## src/rtl/spi_master_pkg.sv

```systemverilog
// ============================================================================
// Module  : spi_master_pkg
// Brief   : Shared state encoding and constants for the SPI byte master.
// Revision: 1.0 - initial release
// ============================================================================
`default_nettype none

package spi_master_pkg;

    localparam int   BYTE_W              = 8;
    localparam int   DEFAULT_HALF_PERIOD = 8;
    localparam logic MOSI_IDLE           = 1'b1;

    typedef enum logic [2:0] {
        IDLE  = 3'd0,
        LOW   = 3'd1,
        HIGH  = 3'd2,
        TRAIL = 3'd3,
        GAP   = 3'd4
    } state_t;

endpackage

`default_nettype wire

```

## src/rtl/sck_half_timer.sv

```systemverilog
// ============================================================================
// Module  : sck_half_timer
// Brief   : Phase timer; reloads on start, pulses done HALF_PERIOD cycles later.
// Revision: 1.0 - initial release
// ============================================================================
`default_nettype none

module sck_half_timer #(
    parameter int HALF_PERIOD = 8
) (
    input  logic clk,
    input  logic rst,
    input  logic start,
    output logic done
);

    localparam int                 c_CNT_W = (HALF_PERIOD > 1) ? $clog2(HALF_PERIOD) : 1;
    localparam logic [c_CNT_W-1:0] c_LAST  = c_CNT_W'(HALF_PERIOD - 1);

    logic [c_CNT_W-1:0] r_cnt;
    logic               r_run;

    // A start in the same cycle as done chains straight into the next phase.
    always_ff @(posedge clk or posedge rst) begin
        if (rst) begin
            r_cnt <= '0;
            r_run <= 1'b0;
        end else if (start) begin
            r_cnt <= '0;
            r_run <= 1'b1;
        end else if (r_run) begin
            if (r_cnt == c_LAST) begin
                r_cnt <= '0;
                r_run <= 1'b0;
            end else begin
                r_cnt <= r_cnt + 1'b1;
            end
        end
    end

    assign done = r_run && (r_cnt == c_LAST);

endmodule

`default_nettype wire

```

## src/rtl/spi_byte_master.sv

```systemverilog
// ============================================================================
// Module  : spi_byte_master
// Brief   : SPI mode-0 style byte master, SS low per byte, LSB first by
//           default; define SPI_BYTE_MASTER_MSB_FIRST_EN for MSB-first frames.
// Revision: 1.0 - initial release
// ============================================================================
`default_nettype none

module spi_byte_master #(
    parameter int HALF_PERIOD = spi_master_pkg::DEFAULT_HALF_PERIOD,
    parameter int BYTE_W      = spi_master_pkg::BYTE_W
) (
    input  logic              clk,
    input  logic              rst,
    input  logic [BYTE_W-1:0] tx_data,
    input  logic              tx_valid,
    output logic              tx_ready,
    output logic [BYTE_W-1:0] rx_data,
    output logic              rx_valid,
    output logic              busy,
    output logic              SCK,
    output logic              SS,
    output logic              MOSI,
    input  logic              MISO
);

    import spi_master_pkg::*;

    localparam int                 c_CNT_W    = $clog2(BYTE_W);
    localparam logic [c_CNT_W-1:0] c_LAST_BIT = c_CNT_W'(BYTE_W - 1);

    state_t              r_state, w_state_nxt;
    logic [BYTE_W-1:0]   r_tx_shift, w_tx_shift_nxt;
    logic [BYTE_W-1:0]   r_rx_shift, w_rx_shift_nxt;
    logic [c_CNT_W-1:0]  r_bit_cnt, w_bit_cnt_nxt;
    logic                r_sck, w_sck_nxt;
    logic                r_ss, w_ss_nxt;
    logic                r_mosi, w_mosi_nxt;
    logic [BYTE_W-1:0]   r_rx_data, w_rx_data_nxt;
    logic                r_rx_valid, w_rx_valid_nxt;
    logic                w_done;
    logic                w_start;

    assign w_start = ((r_state == IDLE) && tx_valid) || (w_done && (r_state != GAP));

    sck_half_timer #(
        .HALF_PERIOD (HALF_PERIOD)
    ) u_timer (
        .clk   (clk),
        .rst   (rst),
        .start (w_start),
        .done  (w_done)
    );

    always_ff @(posedge clk or posedge rst) begin
        if (rst) begin
            r_state    <= IDLE;
            r_tx_shift <= '0;
            r_rx_shift <= '0;
            r_bit_cnt  <= '0;
            r_sck      <= 1'b0;
            r_ss       <= 1'b1;
            r_mosi     <= MOSI_IDLE;
            r_rx_data  <= '0;
            r_rx_valid <= 1'b0;
        end else begin
            r_state    <= w_state_nxt;
            r_tx_shift <= w_tx_shift_nxt;
            r_rx_shift <= w_rx_shift_nxt;
            r_bit_cnt  <= w_bit_cnt_nxt;
            r_sck      <= w_sck_nxt;
            r_ss       <= w_ss_nxt;
            r_mosi     <= w_mosi_nxt;
            r_rx_data  <= w_rx_data_nxt;
            r_rx_valid <= w_rx_valid_nxt;
        end
    end

    always_comb begin
        w_state_nxt = r_state;
        case (r_state)
            IDLE:    if (tx_valid) w_state_nxt = LOW;
            LOW:     if (w_done)   w_state_nxt = HIGH;
            HIGH:    if (w_done)   w_state_nxt = (r_bit_cnt == c_LAST_BIT) ? TRAIL : LOW;
            TRAIL:   if (w_done)   w_state_nxt = GAP;
            GAP:     if (w_done)   w_state_nxt = IDLE;
            default:               w_state_nxt = IDLE;
        endcase
    end

    // Registered outputs: next values of SCK/SS/MOSI and the datapath.
    always_comb begin
        w_tx_shift_nxt = r_tx_shift;
        w_rx_shift_nxt = r_rx_shift;
        w_bit_cnt_nxt  = r_bit_cnt;
        w_sck_nxt      = r_sck;
        w_ss_nxt       = r_ss;
        w_mosi_nxt     = r_mosi;
        w_rx_data_nxt  = r_rx_data;
        w_rx_valid_nxt = 1'b0;
        case (r_state)
            IDLE: begin
                if (tx_valid) begin
                    w_tx_shift_nxt = tx_data;
                    w_rx_shift_nxt = '0;
                    w_bit_cnt_nxt  = '0;
                    w_sck_nxt      = 1'b0;
                    w_ss_nxt       = 1'b0;
`ifdef SPI_BYTE_MASTER_MSB_FIRST_EN
                    w_mosi_nxt     = tx_data[BYTE_W-1];
`else
                    w_mosi_nxt     = tx_data[0];
`endif
                end
            end
            LOW: begin
                if (w_done) begin
                    w_sck_nxt      = 1'b1;
`ifdef SPI_BYTE_MASTER_MSB_FIRST_EN
                    w_rx_shift_nxt = {r_rx_shift[BYTE_W-2:0], MISO};
`else
                    w_rx_shift_nxt = {MISO, r_rx_shift[BYTE_W-1:1]};
`endif
                end
            end
            HIGH: begin
                if (w_done) begin
                    w_sck_nxt = 1'b0;
                    if (r_bit_cnt != c_LAST_BIT) begin
                        w_bit_cnt_nxt  = r_bit_cnt + 1'b1;
`ifdef SPI_BYTE_MASTER_MSB_FIRST_EN
                        w_tx_shift_nxt = r_tx_shift << 1;
                        w_mosi_nxt     = r_tx_shift[BYTE_W-2];
`else
                        w_tx_shift_nxt = r_tx_shift >> 1;
                        w_mosi_nxt     = r_tx_shift[1];
`endif
                    end
                end
            end
            TRAIL: begin
                if (w_done) begin
                    w_ss_nxt       = 1'b1;
                    w_mosi_nxt     = MOSI_IDLE;
                    w_rx_data_nxt  = r_rx_shift;
                    w_rx_valid_nxt = 1'b1;
                end
            end
            default: begin
            end
        endcase
    end

    assign tx_ready = (r_state == IDLE);
    assign busy     = ~tx_ready;
    assign SCK      = r_sck;
    assign SS       = r_ss;
    assign MOSI     = r_mosi;
    assign rx_data  = r_rx_data;
    assign rx_valid = r_rx_valid;

endmodule

`default_nettype wire

```

## config.mk

```make
export PLATFORM = sky130hd
export DESIGN_NAME = spi_byte_master
export DESIGN_NICKNAME = d
export VERILOG_FILES = /design/src/rtl/spi_master_pkg.sv /design/src/rtl/sck_half_timer.sv /design/src/rtl/spi_byte_master.sv
export SDC_FILE = /design/constraint.sdc
export NUM_CORES = 1
export LEC_CHECK = 0
export BUFFER_PORTS_ARGS = -buffer_cell sky130_fd_sc_hd__buf_2
export CAP_MARGIN = 20
export CORE_MARGIN = 2
export CORE_UTILIZATION = 50
export CTS_CLUSTER_DIAMETER = 100
export CTS_CLUSTER_SIZE = 16
export DETAILED_ROUTE_END_ITERATION = 10
export GPL_TIMING_DRIVEN = 0
export PLACE_DENSITY = 0.85
export SLEW_MARGIN = 15
export SYNTH_ARGS = -nofsm -noshare
export SYNTH_HDL_FRONTEND = slang
export SYNTH_SLANG_ARGS = --single-unit
export TNS_END_PERCENT = 20
```

## constraint.sdc

```tcl
create_clock -name clk -period 1.85 [get_ports clk]
set_input_delay 0.2775 -clock clk [delete_from_list [all_inputs] [get_ports clk]]
set_output_delay 0.2775 -clock clk [all_outputs]
set_load 0.01 [all_outputs]
```

==> results.py, run 1 <==
metrics = {
    "drt": {
        "final_antenna_net_count": 0,
        "drtIter0Drc": 61,
        "drc": 0,
        "drt_pre_antenna_iters": 4,
        "vias": 1296,
        "viasPerCell": 5.71,
        "wl_per_cell_um": 16.3,
        "routed_wl_mm": 3.70,
    },
    "synthesis": {
        "yosysSeqAreaShare": 0.531,
        "synth_top_family_by_area": "multiplexers",
        "yosysWarnings": 0,
        "synth_top_area_cell": "dfrtp_1",
        "synth.top_cell.area_share": 0.501,
        "synth-compound-area-share": 0.109,
        "ys_ff_latch": 37,
        "synth_common_cells": "35 x dfrtp_1, 21 x mux2_2, 12 x inv_1, 9 x nand4_1, 9 x o21ai_0",
        "yosysMostFrequentCell": "dfrtp_1",
        "avgSynthCellArea_um2": 12.0,
        "synth-xor-area-share": 0,
        "synth_area_leaders": "dfrtp_1 50%, mux2_2 14%, ha_1 3.6%",
        "synth_edf_count": 0,
        "synthFlopType": "dfrtp_1",
        "async_flop_share": 1.00,
        "synth_cell_types": 40,
        "syn_nets": 163,
        "yosys.area_share.simple": 0.128,
        "synth_mux_area_frac": 0.152,
        "synth_adder_area_share": 0.0358,
        "netlist_instances": 146,
        "synth_area_mm2": 0.00175,
    },
    "worst_setup_path": {
        "cp.required_ns": 2.09,
        "critPathMaxStageDelay_ns": 0.40,
        "cp_slowest_cell": "dfrtp_1",
        "startpoint": "u_timer.r_cnt[0]$_DFFE_PP0P_",
        "worstReg2RegStart": "u_timer.r_cnt[0]$_DFFE_PP0P_",
        "cp-start-kind": "register",
        "crit_arrival_ns": 2.11,
        "end_kind": "register",
        "cp_max_fo": 10,
        "crit_chain": "ha_2 > ha_1 > nand3_1 > nor3_4 > buf_12 > mux2_2",
        "critical_path_class": "reg -> reg",
    },
    "power_and_ir_drop": {
        "p_sw_frac": 0.198,
        "seq_power_share": 0.567,
        "switchingPower_mw": 0.284,
        "power_mw": 1.43,
        "p_clk_frac": 0.406,
        "p_comb_frac": 0.027,
        "p_leak_nw": 1.00,
        "internal_power_mw": 1.15,
        "pwr_density_cell_mw_per_mm2": 683,
        "ir_worst_vdd_mv": 0.593,
    },
    "worst_hold_path": {
        "hp-class": "in -> async",
    },
    "timing": {
        "slew_headroom": 0.510,
        "finalSetupTns_ns": -0.0597,
        "setup_viol": 7,
        "fin_crit_sh": 1.01,
        "rsz0062_at_grt": "true",
        "skew_ns": 0.0105,
        "whs_ns": 0.0314,
        "worstMarginPinSlew_ns": 0.735,
        "fin_ws_ns": -0.0204,
        "final_max_slew_viol_count": 0,
        "fmax_ghz": 0.535,
        "hold_viol": 0,
        "finalCriticalPeriod_ns": 1.87,
    },
    "global_routing": {
        "grt_pass1_wl_mm": 6.00,
        "grt_max_degree": 38,
        "grtUsageTotal": 0.197,
        "grt_pass1_vias": 1353,
        "grt_remaining_overflow": 0,
        "antenna_found_initial": 0,
    },
    "clocking": {
        "cts_max_level": 2,
        "clockBufferDepth": 2,
        "clkTransAtPathRegs_ns": 0.11,
        "numCtsBuffers": 5,
        "root_buffer": "clkbuf_4",
        "cts_sinks": 37,
        "clkLatencyLatePin_ns": 0.35,
        "cts_tree": "built",
    },
    "cells_and_area": {
        "drive_gt1_frac": 0.409,
        "insertedDiodeCount": 0,
        "fill_cells": 269,
        "finish.instance_area_mm2": 0.00210,
        "layout.cells.non_filler": 227,
        "area_delta_synth_final_pct": 20.0,
        "multi_input_area_um2": 798,
        "regArea_um2": 928,
        "nets": 197,
    },
    "die": {
        "start_util": 0.524,
        "core_mm2": 0.00334,
        "die_area_mm2": 0.00399,
        "row_count": 21,
        "dieHeight_um": 63.1,
        "ioPinCount": 26,
        "die_w_um": 63.1,
    },
    "run_status": {
        "violations": "setup timing",
        "run_status": "complete, but fails checks",
    },
    "place": {
        "io_buffers": 25,
        "place_congestion": 0.798,
        "place_area_mm2": 0.00193,
        "hpwlAfterDp_mm": 2.50,
        "place_inst": 217,
    },
    "flow_run": {
        "drv_cap": 0,
    },
}
registers in the layout (all words and copies together) (netlist names):
name and flops:
rx_valid 1, u_timer.r_run 1, SS 1, r_state 3, SCK 1, r_tx_shift 7
r_bit_cnt 3, r_rx_shift 8, u_timer.r_cnt 3, rx_data 8, MOSI 1
cells by family after synthesis:
logic type	after synthesis
DFF	37
buffers and inverters	19
adders and majority gates	5
muxes	24
AOI/OAI and AO/OA	26
and+or+nand+nor	35
power groups by stage:
stage	combinational, mW	sequential [mW]	clock [mW]
floorplan	0.0214	0.827	0
global placement	0.0372	0.827	0
detailed placement	0.0398	0.827	0
CTS	0.0403	0.812	0.596
global route	0.0454	0.812	0.629
finish	0.0389	0.812	0.582
critical path, delay by kind of cell, from the launching register on:
| kind | cells | cell delay (ns) |
|---|---|---|
| flip-flops | 1 | 0.40 |
| adder cells (fa/ha/maj) | 2 | 0.41 |
| multiplexers | 1 | 0.34 |
| AND/OR/NAND/NOR | 2 | 0.45 |
| buffers and inverters | 1 | 0.16 |
per-layer routing:
layer,GRT usage,vias up,share of wire
met5,0,-,0
met4,0.0917,0,0.024
met3,0.0571,7,0.050
met2,0.339,36,0.54
met1,0.224,657,0.39
li1,-,596,-
layout by cell type (no fill, tap or decap), types with 2 or more instances in the layout:
cell type and n:
o21ai_0 9, mux2i_1 3, clkbuf_4 5, inv_1 11
buf_2 29, ha_2 2, dfrtp_1 35, dfstp_2 2
ha_1 2, nor2b_1 2, clkbuf_1 4, a32o_1 2
nand4_1 9, a21o_1 2, nor2_1 4, nand2b_1 2
o21a_1 2, mux2_2 21, nand2_1 2, a22o_1 2
nor3_4 2
metrics by stage:
stage / setup slack, ns / util
after global routing: -0.103 / 0.629
after CTS: 0.00876 / 0.615
after global placement: -0.0930 / 0.579
after detailed placement: -0.196 / 0.579
final: -0.0204 / 0.629
after floorplan: 0.0574 / -
area by class of cell:
type / count / share of cell area
clock inverter: 1 / 0.0143
inverter: 12 / 0.0215
buffer: 7 / 0.0149
timing repair buffer: 27 / 0.0727
clock buffer: 7 / 0.0262
sequential: 37 / 0.442
multi-input combinational: 90 / 0.380
tap: 46 / 0.0274
worst paths after layout:
kind	end	slack, ns	cells after the start
worst max-delay path	rx_data[2]$_DFFE_PP0P_	-0.02	6
worst min-delay path	r_tx_shift[2]$_DFFE_PP0P_	0.03	2
worst max register to register	rx_data[2]$_DFFE_PP0P_	-0.02	6
worst min register to register	rx_data[4]$_DFFE_PP0P_	0.51	1
max in group asynchronous	rx_data[2]$_DFFE_PP0P_	1.34	2
min in group clk	r_tx_shift[7]$_DFFE_PP0P_	0.18	2
what timing repair did:
| action | 4_1_cts | 5_1_grt |
|---|---|---|
| hold buffers | 0 | 0 |
| pin swaps | 1 | 1 |
| setup endpoints to repair | 14 | 24 |
| gates cloned | 0 | 0 |
| gates resized for setup | 6 | 5 |
| setup buffers | 1 | 1 |
Power figures use the tool's default switching activity.
==> run 2, diff against run 1 <==
--- a/config.mk
+++ b/config.mk
@@ -8,12 +8,13 @@
 export BUFFER_PORTS_ARGS = -buffer_cell sky130_fd_sc_hd__buf_2
 export CAP_MARGIN = 20
 export CORE_MARGIN = 2
-export CORE_UTILIZATION = 50
+export CORE_UTILIZATION = 53
+export CTS_BUF_LIST = sky130_fd_sc_hd__clkbuf_4 sky130_fd_sc_hd__clkbuf_8
 export CTS_CLUSTER_DIAMETER = 100
 export CTS_CLUSTER_SIZE = 16
 export DETAILED_ROUTE_END_ITERATION = 10
 export GPL_TIMING_DRIVEN = 0
-export PLACE_DENSITY = 0.85
+export PLACE_DENSITY = 0.89
 export SLEW_MARGIN = 15
 export SYNTH_ARGS = -nofsm -noshare
 export SYNTH_HDL_FRONTEND = slang
==> run 2 against run 1 <==
The flow now finishes without violations. Core utilization rose by 4.1 points. Sequential power hardly changed. First-iteration DRC count is 15% higher. Wire length shrank 8.5%. Power shrank 6.4%. Worst hold slack improved by 0.0039 ns. Non-clock buffer count is 1 higher. Combinational power shrank 1%. Sequential share of layout area grew 0.46 points. Cell count down 0.44%. Largest cell class unchanged.
==> results.py, run 2 (same netlist as run 1, synthesis figures left out) <==
metrics = {
    "clocking": {
        "root_buffer": "clkbuf_4",
        "cts_tree": "built",
        "cts_sinks": 37,
        "clockBufferDepth": 2,
        "clkLatencyLatePin_ns": 0.35,
        "numCtsBuffers": 5,
        "cts_max_level": 2,
        "clkTransAtPathRegs_ns": 0.11,
    },
    "cells_and_area": {
        "insertedDiodeCount": 0,
        "final_common_cell": "dfrtp_1",
        "drive_gt1_frac": 0.429,
        "finish.instance_area_mm2": 0.00208,
        "post-route-util": 0.670,
        "area_delta_synth_final_pct": 18.9,
        "nets": 198,
        "fill_cells": 241,
        "layout_common_cells": "34 x dfrtp_1, 29 x buf_2, 21 x mux2_2, 11 x inv_1",
    },
    "timing": {
        "skew_ns": 0.00936,
        "final_max_slew_viol_count": 0,
        "whs_ns": 0.0353,
        "setup_viol": 0,
        "fmax_ghz": 0.563,
        "worstMarginPinSlew_ns": 0.746,
        "finalCriticalPeriod_ns": 1.78,
        "finalSetupTns_ns": 0,
        "hold_viol": 0,
        "fin_ws_ns": 0.0745,
        "fin_crit_sh": 0.960,
        "slew_headroom": 0.502,
    },
    "worst_setup_path": {
        "startpoint": "u_timer.r_cnt[0]$_DFFE_PP0P_",
        "cp_slowest_cell": "dfrtp_1",
        "crit_chain": "ha_2 > ha_4 > nand3_2 > a221oi_4 > buf_6 > mux2_2",
        "critical_path.top_delay_family": "flip-flops",
        "cp_max_fo": 6,
        "r2r-end": "r_tx_shift[5]$_DFFE_PP0P_",
        "crit_arrival_ns": 2.02,
        "critical_path_class": "reg -> reg",
        "r2r_slack_ns": 0.07,
        "end_kind": "register",
        "cp-start-kind": "register",
        "critPathMaxStageDelay_ns": 0.40,
        "worstReg2RegStart": "u_timer.r_cnt[0]$_DFFE_PP0P_",
        "cp.required_ns": 2.09,
        "cp_num_buf_inv": 1,
        "reg2reg_depth": 6,
    },
    "drt": {
        "drc": 0,
        "drtIter0Drc": 70,
        "wl_met1_mm": 1.53,
        "vias": 1236,
        "viasPerCell": 5.47,
        "met2_length_mm": 1.69,
        "drt_pre_antenna_iters": 4,
        "final_antenna_net_count": 0,
        "top_layer_used": "met4",
        "routed_wl_mm": 3.39,
        "dr_wl_met3_um": 132,
        "wl_per_cell_um": 15.0,
    },
    "flow_run": {
        "drv_cap": 0,
    },
    "power_and_ir_drop": {
        "p_leak_nw": 1.00,
        "pwr_density_cell_mw_per_mm2": 645,
        "ir_worst_vdd_mv": 0.429,
    },
    "global_routing": {
        "grt_pass1_vias": 1252,
        "grt_pass1_wl_mm": 5.78,
        "grt_max_degree": 38,
        "grtUsageTotal": 0.214,
        "antenna_found_initial": 0,
        "grt_remaining_overflow": 0,
    },
    "die": {
        "start_util": 0.564,
        "die_area_mm2": 0.00378,
        "row_count": 20,
        "die_w_um": 61.5,
        "ioPinCount": 26,
        "dieHeight_um": 61.5,
        "core_mm2": 0.00310,
    },
    "place": {
        "place_congestion": 0.854,
        "post-place-ws_ns": -0.192,
        "io_buffers": 25,
        "hpwlAfterDp_mm": 2.33,
        "place_area_mm2": 0.00193,
    },
    "worst_hold_path": {
        "hp-class": "in -> async",
    },
    "run_status": {
        "run_status": "finished, final reports clean",
    },
}
run 2: cell count changes in the layout (fill, tap and decap cells not counted):
cell	before	now
nand3_2	1	2
clkbuf_1	4	3
nor3_2	0	1
nand3_1	1	0
clkinv_2	0	1
clkbuf_8	1	2
dfrtp_2	0	1
bufinv_16	1	0
buf_4	1	2
buf_6	0	1
nor3_4	2	1
dfrtp_1	35	34
buf_12	1	0
run 2: stage by stage:
| step | total power [mW] | std cells |
|---|---|---|
| 2_1_floorplan | 0.848 | 146 |
| 3_3_place_gp | 0.864 | 215 |
| 3_5_place_dp | 0.867 | 215 |
| 4_1_cts | 1.35 | 224 |
| 5_1_grt | 1.39 | 226 |
| 6_report | 1.34 | 226 |
run 2: cell type report:
cell class / instances / area (um2) / share of cell area
Buffer: 7 / 31.3 / 0.0150
Inverter: 12 / 45.0 / 0.0217
Timing Repair Buffer: 28 / 151 / 0.0728
Sequential cell: 37 / 930 / 0.447
Tap cell: 44 / 55.1 / 0.0265
Clock inverter: 1 / 5.00 / 0.00241
Multi-Input combinational cell: 90 / 797 / 0.383
Clock buffer: 7 / 65.1 / 0.0313
run 2: worst max path at each step:
stage,cells past startpoint,slack [ns],end
detailed placement,5,-0.19,r_tx_shift[5]$_DFFE_PP0P_
CTS,5,-0.02,rx_data[5]$_DFFE_PP0P_
global placement,5,-0.1,r_tx_shift[3]$_DFFE_PP0P_
floorplan,5,0.06,r_tx_shift[1]$_DFFE_PP0P_
global route,6,-0.02,rx_data[1]$_DFFE_PP0P_
finish,6,0.07,r_tx_shift[5]$_DFFE_PP0P_
run 2: timing repair:
item                       in CTS  in global routing
pin swaps                       1                  1
resized for setup               3                 10
buffers inserted                1                  2
hold buffers                    0                  0
hold endpoints to repair        0                  0
setup endpoints to repair      18                 27
run 2: report_power, final:
group          internal, mW  switching (mW)  leakage, nW
Clock                 0.220           0.270       0.0413
Sequential            0.811        0.000884        0.441
Combinational        0.0154          0.0230        0.522
run 2: per-layer routing:
layer	global-route usage	vias up
met5	0	-
li1	-	609
met1	0.277	604
met2	0.333	21
met3	0.0735	2
met4	0.0821	0
